==> src/rtl/scc_fetch_unit.sv <==
// scc_fetch_unit
//   Instruction fetch stage in front of the single-cycle core. It holds the
//   fetch PC as a 62-bit word index and issues reads to a 1-cycle-latency
//   instruction memory. Returned words are buffered in a small FIFO and
//   handed to the core through a valid/ready interface. A redirect flushes
//   the FIFO, drops the in-flight read and restarts fetch at redirect_pc.
//
// Ports
//   clk, rst         core clock, synchronous active-low reset
//   clk_en           clock enable; all state holds while low
//   redirect_valid   load fetch PC from redirect_pc and flush
//   redirect_pc      new fetch word index
//   imem_a/imem_en   instruction memory byte address / read enable
//   imem_rdata       read data, valid the cycle after imem_en
//   out_valid/ready  handshake toward the core
//   out_instr/out_pc FIFO head word and its word index (0 when empty)
//   perf_stall_cnt   (FETCH_PERF_EN only) saturating count of cycles
//                    where issue was blocked by a full buffer
//
// Build option
//   FETCH_PERF_EN    adds perf_stall_cnt output and its counter
//
// state  | meaning
// S_BOOT | first enabled cycle after reset, nothing issued
// S_RUN  | normal fetch; left only through reset

module scc_fetch_unit #(
    parameter logic [61:0] RESET_PC   = 62'd0,
    parameter int          FIFO_DEPTH = 4
) (
    input  logic        clk,
    input  logic        rst,
    input  logic        clk_en,
    input  logic        redirect_valid,
    input  logic [61:0] redirect_pc,
    output logic [31:0] imem_a,
    output logic        imem_en,
    input  logic [31:0] imem_rdata,
    output logic        out_valid,
    output logic [31:0] out_instr,
    output logic [61:0] out_pc,
    input  logic        out_ready
`ifdef FETCH_PERF_EN
    ,
    output logic [31:0] perf_stall_cnt
`endif
);

    localparam int PTR_W = $clog2(FIFO_DEPTH);
    localparam logic [PTR_W+1:0] DEPTH_W = (PTR_W+2)'(FIFO_DEPTH);

    typedef enum logic {
        S_BOOT,
        S_RUN
    } state_t;

    state_t state_q;
    state_t state_d;

    logic [61:0]    fetch_pc;
    logic           inflight;
    logic [61:0]    inflight_pc;
    logic [PTR_W-1:0] wr_ptr;
    logic [PTR_W-1:0] rd_ptr;
    logic [PTR_W:0] count;
    logic [PTR_W+1:0] occupancy;
    logic           credit_ok;
    logic           fifo_nonempty;

    logic           issue;
    logic           push;
    logic           pop;
    logic           flush;

    logic [31:0]    instr_mem [FIFO_DEPTH];
    logic [61:0]    pc_mem    [FIFO_DEPTH];

    // The in-flight read already holds a slot, so it counts against the
    // buffer; a pop in the same cycle frees nothing until the next cycle.
    assign occupancy     = {1'b0, count} + {{(PTR_W+1){1'b0}}, inflight};
    assign credit_ok     = occupancy < DEPTH_W;
    assign fifo_nonempty = (count != '0);

    always_ff @(posedge clk) begin
        if (!rst) begin
            state_q <= S_BOOT;
        end else begin
            state_q <= state_d;
        end
    end

    always_comb begin
        state_d = state_q;
        issue   = 1'b0;
        push    = 1'b0;
        pop     = 1'b0;
        flush   = 1'b0;
        case (state_q)
            S_BOOT: begin
                if (clk_en) begin
                    state_d = S_RUN;
                end
            end
            S_RUN: begin
                if (clk_en) begin
                    if (redirect_valid) begin
                        // Not pushing and clearing inflight is what kills
                        // the response currently on imem_rdata.
                        flush = 1'b1;
                    end else begin
                        push  = inflight;
                        pop   = fifo_nonempty & out_ready;
                        issue = credit_ok;
                    end
                end
            end
            default: state_d = S_BOOT;
        endcase
    end

    always_ff @(posedge clk) begin
        if (!rst) begin
            fetch_pc    <= RESET_PC;
            inflight    <= 1'b0;
            inflight_pc <= '0;
            wr_ptr      <= '0;
            rd_ptr      <= '0;
            count       <= '0;
        end else if (clk_en) begin
            if (redirect_valid) begin
                fetch_pc <= redirect_pc;
            end else if (issue) begin
                fetch_pc <= fetch_pc + 62'd1;
            end
            inflight <= issue;
            if (issue) begin
                inflight_pc <= fetch_pc;
            end
            if (flush) begin
                wr_ptr <= '0;
                rd_ptr <= '0;
                count  <= '0;
            end else begin
                if (push) begin
                    wr_ptr <= wr_ptr + PTR_W'(1);
                end
                if (pop) begin
                    rd_ptr <= rd_ptr + PTR_W'(1);
                end
                if (push && !pop) begin
                    count <= count + (PTR_W+1)'(1);
                end else if (pop && !push) begin
                    count <= count - (PTR_W+1)'(1);
                end
            end
        end
    end

    always_ff @(posedge clk) begin
        if (push) begin
            instr_mem[wr_ptr] <= imem_rdata;
            pc_mem[wr_ptr]    <= inflight_pc;
        end
    end

    assign imem_a    = {fetch_pc[29:0], 2'b00};
    assign imem_en   = issue & rst;
    assign out_valid = fifo_nonempty & rst;
    assign out_instr = out_valid ? instr_mem[rd_ptr] : 32'd0;
    assign out_pc    = out_valid ? pc_mem[rd_ptr] : 62'd0;

`ifdef FETCH_PERF_EN
    logic perf_stall;

    assign perf_stall = (state_q == S_RUN) & clk_en & ~redirect_valid & ~credit_ok;

    always_ff @(posedge clk) begin
        if (!rst) begin
            perf_stall_cnt <= 32'd0;
        end else if (perf_stall && (perf_stall_cnt != 32'hFFFF_FFFF)) begin
            perf_stall_cnt <= perf_stall_cnt + 32'd1;
        end
    end
`endif

endmodule

==> config.mk <==
export PLATFORM = sky130hd
export DESIGN_NAME = scc_fetch_unit
export DESIGN_NICKNAME = d
export VERILOG_FILES = /design/src/rtl/scc_fetch_unit.sv
export SDC_FILE = /design/constraint.sdc
export NUM_CORES = 1
export LEC_CHECK = 0
export ABC_AREA = 1
export CORE_MARGIN = 2
export CORE_UTILIZATION = 33
export CTS_CLUSTER_DIAMETER = 50
export DETAILED_ROUTE_END_ITERATION = 16
export GPL_TIMING_DRIVEN = 0
export PLACE_DENSITY_LB_ADDON = 0.3
export SYNTH_ARGS = -nofsm -noshare
export SYNTH_HDL_FRONTEND = slang
export SYNTH_SLANG_ARGS = --single-unit
==> constraint.sdc <==
create_clock -name clk -period 9.4 [get_ports clk]
set_clock_uncertainty 0.1 [all_clocks]
set_input_delay 2.35 -clock clk [delete_from_list [all_inputs] [get_ports clk]]
set_output_delay 2.35 -clock clk [all_outputs]
set_load 0.1 [all_outputs]
# Word-level counts from Yosys, hierarchy flattened
# Memory sizes are Yosys's and may differ from the RTL's. A register that Yosys moved wholly into a read port is not among the register bits.
# Index checks and enable logic that the tools add are counted.
# word_totals
ram_bits	376
input_bits	99
wordCells	64
output_inout_bits	128
reg_bits	133
memories	2
# op_classes
mux	31
bitwise_logic	3
order_cmp	1
n_addsub	6
n_reduce_logical	14
# mem_list
name	words	word_bits	rd	rd_ports_with_merged_regs	wr	line	text
pc_mem	4	62	1	1	1	76	logic [61:0] pc_mem [FIFO_DEPTH];
instr_mem	4	32	1	1	1	75	logic [31:0] instr_mem [FIFO_DEPTH];
# ops
op	n
$mux W62	3
$add A62 B1 Y62 const B	1
$mux W32	1
$mux W1	16
$mux W2	8
$reduce_and A2 Y1	5
$mux W3	3
$reduce_bool A2 Y1	3
$reduce_bool A3 Y1	2
$add A2 B1 Y2 const B	2
$add A3 B1 Y4	1
$lt A4 B3 Y1 const B	1
$add A3 B1 Y3 const B	1
$and A1 B1 Y1	3
$sub A3 B1 Y3 const B	1
$logic_and A1 B1 Y1	2
$logic_not A1 Y1	2

# Longest topological paths before layout
# depth
word_depth	9
depth_mapped	13
ltp_nobuf	12

# Least setup slack after synthesis
# Ideal clock, no wire load.
# synth_timing
path_kind	input to output
from	in rst
to	out out_pc[10]
stages	6
t_arrival_ns	5.837
required_time_ns	6.950
slack_ns	1.113
path_cell_list	inv_1 > nor2_1 > inv_1 > buf_2 > buf_1 > a21oi_1
# synth_via
elab_chain_cells	2
# synth_rtl
item	line	text
start: declaration	32	input logic rst,
$and A1 B1 Y1	168	assign out_valid = fifo_nonempty & rst;
named net out_valid	39	output logic out_valid,
$mux W62	170	assign out_pc = out_valid ? pc_mem[rd_ptr] : 62'd0;
end: declaration	41	output logic [61:0] out_pc,
# The timed path passes the listed nets, and every way through them passes these cells.

# Final worst setup path
# layout_timing
from	in rst
to	out out_pc[34]
# layout_via
elab_chain_cells	2
# layout_rtl
item	line
$and A1 B1 Y1	168
$mux W62	170
# Every way passes these cells.

==> results_dict.tcl <==
set metrics [dict create \
    post-cts-setup-buffer-count 0 \
    vdd_ir_drop_max_mv 0.122 \
    clockRootBuffer "clkbuf_16" \
    postRouteAntennaNets 0 \
    synth_most_common_cell "nor2_1" \
    cts.sinks 511 \
    rsz0062_at_grt "false" \
    via_per_inst 5.01 \
    syn_inst 2445 \
    min_to "pc_mem[0][16]" \
    p_leak_nw 9.72 \
    min_from "inflight_pc[16]" \
    synth_common_cells "nor2_1 (575), edfxtp_1 (376), nand2_1 (376), a21oi_1 (224), o21ai_0 (223)" \
    dr.first_iter.drc_count 1641 \
    drt_wl_total_um 74900 \
    slew_viol_final 0 \
    syn2layout_area_growth_pct 26.0 \
    hp-class "register to register" \
    die_w_um 266 \
    hold_buffers 0 \
    grt_pass1_wl_um 110000 \
    synth_edf_count 376 \
    synthDistinctLibCells 44 \
    internal_power_mw 4.03 \
    layout-drive-gt1-share 0.0894 \
    worst-setup-path-type "primary input to output pin" \
    numCtsBuffers 68 \
    ys_warn_count 0 \
    power_switching_mw 1.28 \
    clockBufferDepth 3 \
    die_h_um 266 \
    clk_pin_slew_worst_paths_ns 0.06 \
    worstPathRequired_ns 6.95 \
    r2r-end "pc_mem[3][52]" \
    tightest_slew_ns 1.14 \
    power.share.sequential 0.465 \
    rrSetupSlack_ns 6.88 \
    clkPwrFrac 0.477 \
    ys.flop_type "edfxtp_1" \
    dp_hpwl_um 53800 \
    use_met3 0.0287 \
    async_flop_share 0 \
    syn_area_um2 22700 \
    final_nets 2859 \
    gp_congestion 0.938 \
    drc 0 \
    p_comb_frac 0.058 \
    timing.hold.ws_ns 0.388 \
    setup_viol 0 \
    clk_latency_ns 0.59 \
    arrival_ns 6.01 \
    vias 18500 \
    relSlewSlack 0.240 \
    holdPathStages 0 \
    r2r-start "state_q" \
    placed_cells_incl_taps 3566 \
    use_met2 0.354 \
    ios 227 \
    cts_tree "yes" \
    finalHoldViolCount 0 \
    end_kind "output pin" \
    port_buffers 224 \
    reg2regPathDepth 7 \
    initial_core_util 0.332 \
    p_sw_frac 0.242 \
    grt_pass1_vias 17900 \
    critPathMaxFanout 10 \
    synth_area_leader_cell "edfxtp_1" \
    status "finished, final reports clean" \
    synth_area_leaders "edfxtp_1 (50%), dfxtp_1 (12%), nor2_1 (9.5%)" \
    fin_crit_ns 8.46 \
    grt_max_degree 28 \
    cap_violations 0 \
    grtUsageMet1 0.272 \
    finalPower_mw 5.31 \
    die_area_um2 70900 \
    cts_resized 0 \
    wire_per_inst_um 20.3 \
    syn_avg_cell_area_um2 9.28 \
    busiest_layer "met2" \
    htreeDepth 3 \
    timing.final.crit_share 0.900 \
    num_rows 96 \
    drt_pass1_iterations 5 \
    synth_top_area_frac 0.498 \
    core_area_um2 68300 \
    grt_overflow 0 \
    yosysSeqAreaShare 0.617 \
    p_per_area_nw_per_um2 186 \
    max_freq_mhz 118 \
    antenna_found_initial 1 \
    cp-start-kind "primary input" \
    track_usage 0.208 \
    synth-seq-cells 511 \
    final_cell_count_no_fill 3690 \
]
## layout by cell type, fill, tap and decap left out, drive strengths merged, types with 2 or more instances in the layout
master,count
nor2,600
edfxtp,376
nor3,12
nand4,13
a21oi,225
bufinv,4
nand2,394
clkdlybuf4s50,224
a31oi,3
ha,5
inv,132
dfxtp,135
nand3,131
xnor2,5
buf,100
a211oi,5
o21ai,231
or2,7
o21bai,2
conb,2
clkinvlp,3
clkbuf,157
xor2,12
o211ai,2
clkinv,20
## per-layer routing
layer	part of all wire	wire, µm
met1	0.43	32000
met2	0.49	36500
met3	0.059	4410
met4	0.027	1990
met5	0	0
## stage by stage
step	utilization	setup TNS, ns	setup slack [ns]	cell area [µm²]
after CTS	0.418	0	0.816	28600
after global routing	0.418	0	0.810	28600
after floorplan	-	0	1.11	22700
after global placement	0.381	-849.47	-2.38	26000
final	0.418	0	0.939	28600
after detailed placement	0.386	0	0.840	26400
## state kept, by name, summed over array words and instances (netlist names), named ones only
signal	count
state_q	1
rd_ptr	2
inflight_pc	62
wr_ptr	2
count	3
inflight	1
pc_mem	248
instr_mem	128
fetch_pc	62
## power by group through the flow
stage / Combinational, mW / Sequential, mW / Clock (mW)
detailed placement: 0.307 / 2.51 / 0
global placement: 0.305 / 2.51 / 0
global route: 0.327 / 2.47 / 2.67
finish: 0.308 / 2.47 / 2.54
floorplan: 0.189 / 2.49 / 0
CTS: 0.308 / 2.47 / 2.57
## area by class of cell
class | instances | area (µm²)
inverters | 115 | 432
well taps | 882 | 1100
plain buffers | 164 | 790
multi-input cells | 1656 | 7510
flip-flops and latches | 511 | 14000
diodes | 1 | 2.50
clock buffers | 79 | 1780
fillers | 6473 | 39700
clock inverters | 44 | 447
repair buffers | 238 | 2540
## logic make-up (layout without fill, tap and decap cells)
| kind of cell | after synthesis | after routing | synth area share |
|---|---|---|---|
| buffers and inverters | 279 | 640 | 0.0538 |
| adder cells (fa/ha/maj) | 6 | 6 | 0.00364 |
| XOR/XNOR | 17 | 17 | 0.00656 |
| other | 1 | 3 | 0.000165 |
| AO/OA/AOI/OAI | 473 | 473 | 0.107 |
| AND/OR/NAND/NOR | 1158 | 1158 | 0.212 |
| flip-flops | 511 | 511 | 0.617 |
## worst max-delay path, stage by stage
cell             delay, ns
clkdlybuf4s50_1       0.56
inv_1                 0.11
nor2_1                0.48
inv_1                 0.24
buf_2                 0.31
buf_1                 0.33
a21oi_1               0.39
clkdlybuf4s50_1       1.21
## how the worst max path moves through the flow
| stage | to | startpoint | cells past startpoint | slack [ns] |
|---|---|---|---|---|
| floorplan | out_pc[10] | rst | 6 | 1.11 |
| global placement | pc_mem[3][44] | redirect_valid | 6 | -2.38 |
| detailed placement | out_pc[34] | rst | 8 | 0.84 |
| CTS | out_pc[34] | rst | 8 | 0.82 |
| global route | out_pc[34] | rst | 8 | 0.81 |
| finish | out_pc[34] | rst | 8 | 0.94 |
(Power assumes the default switching activity.)
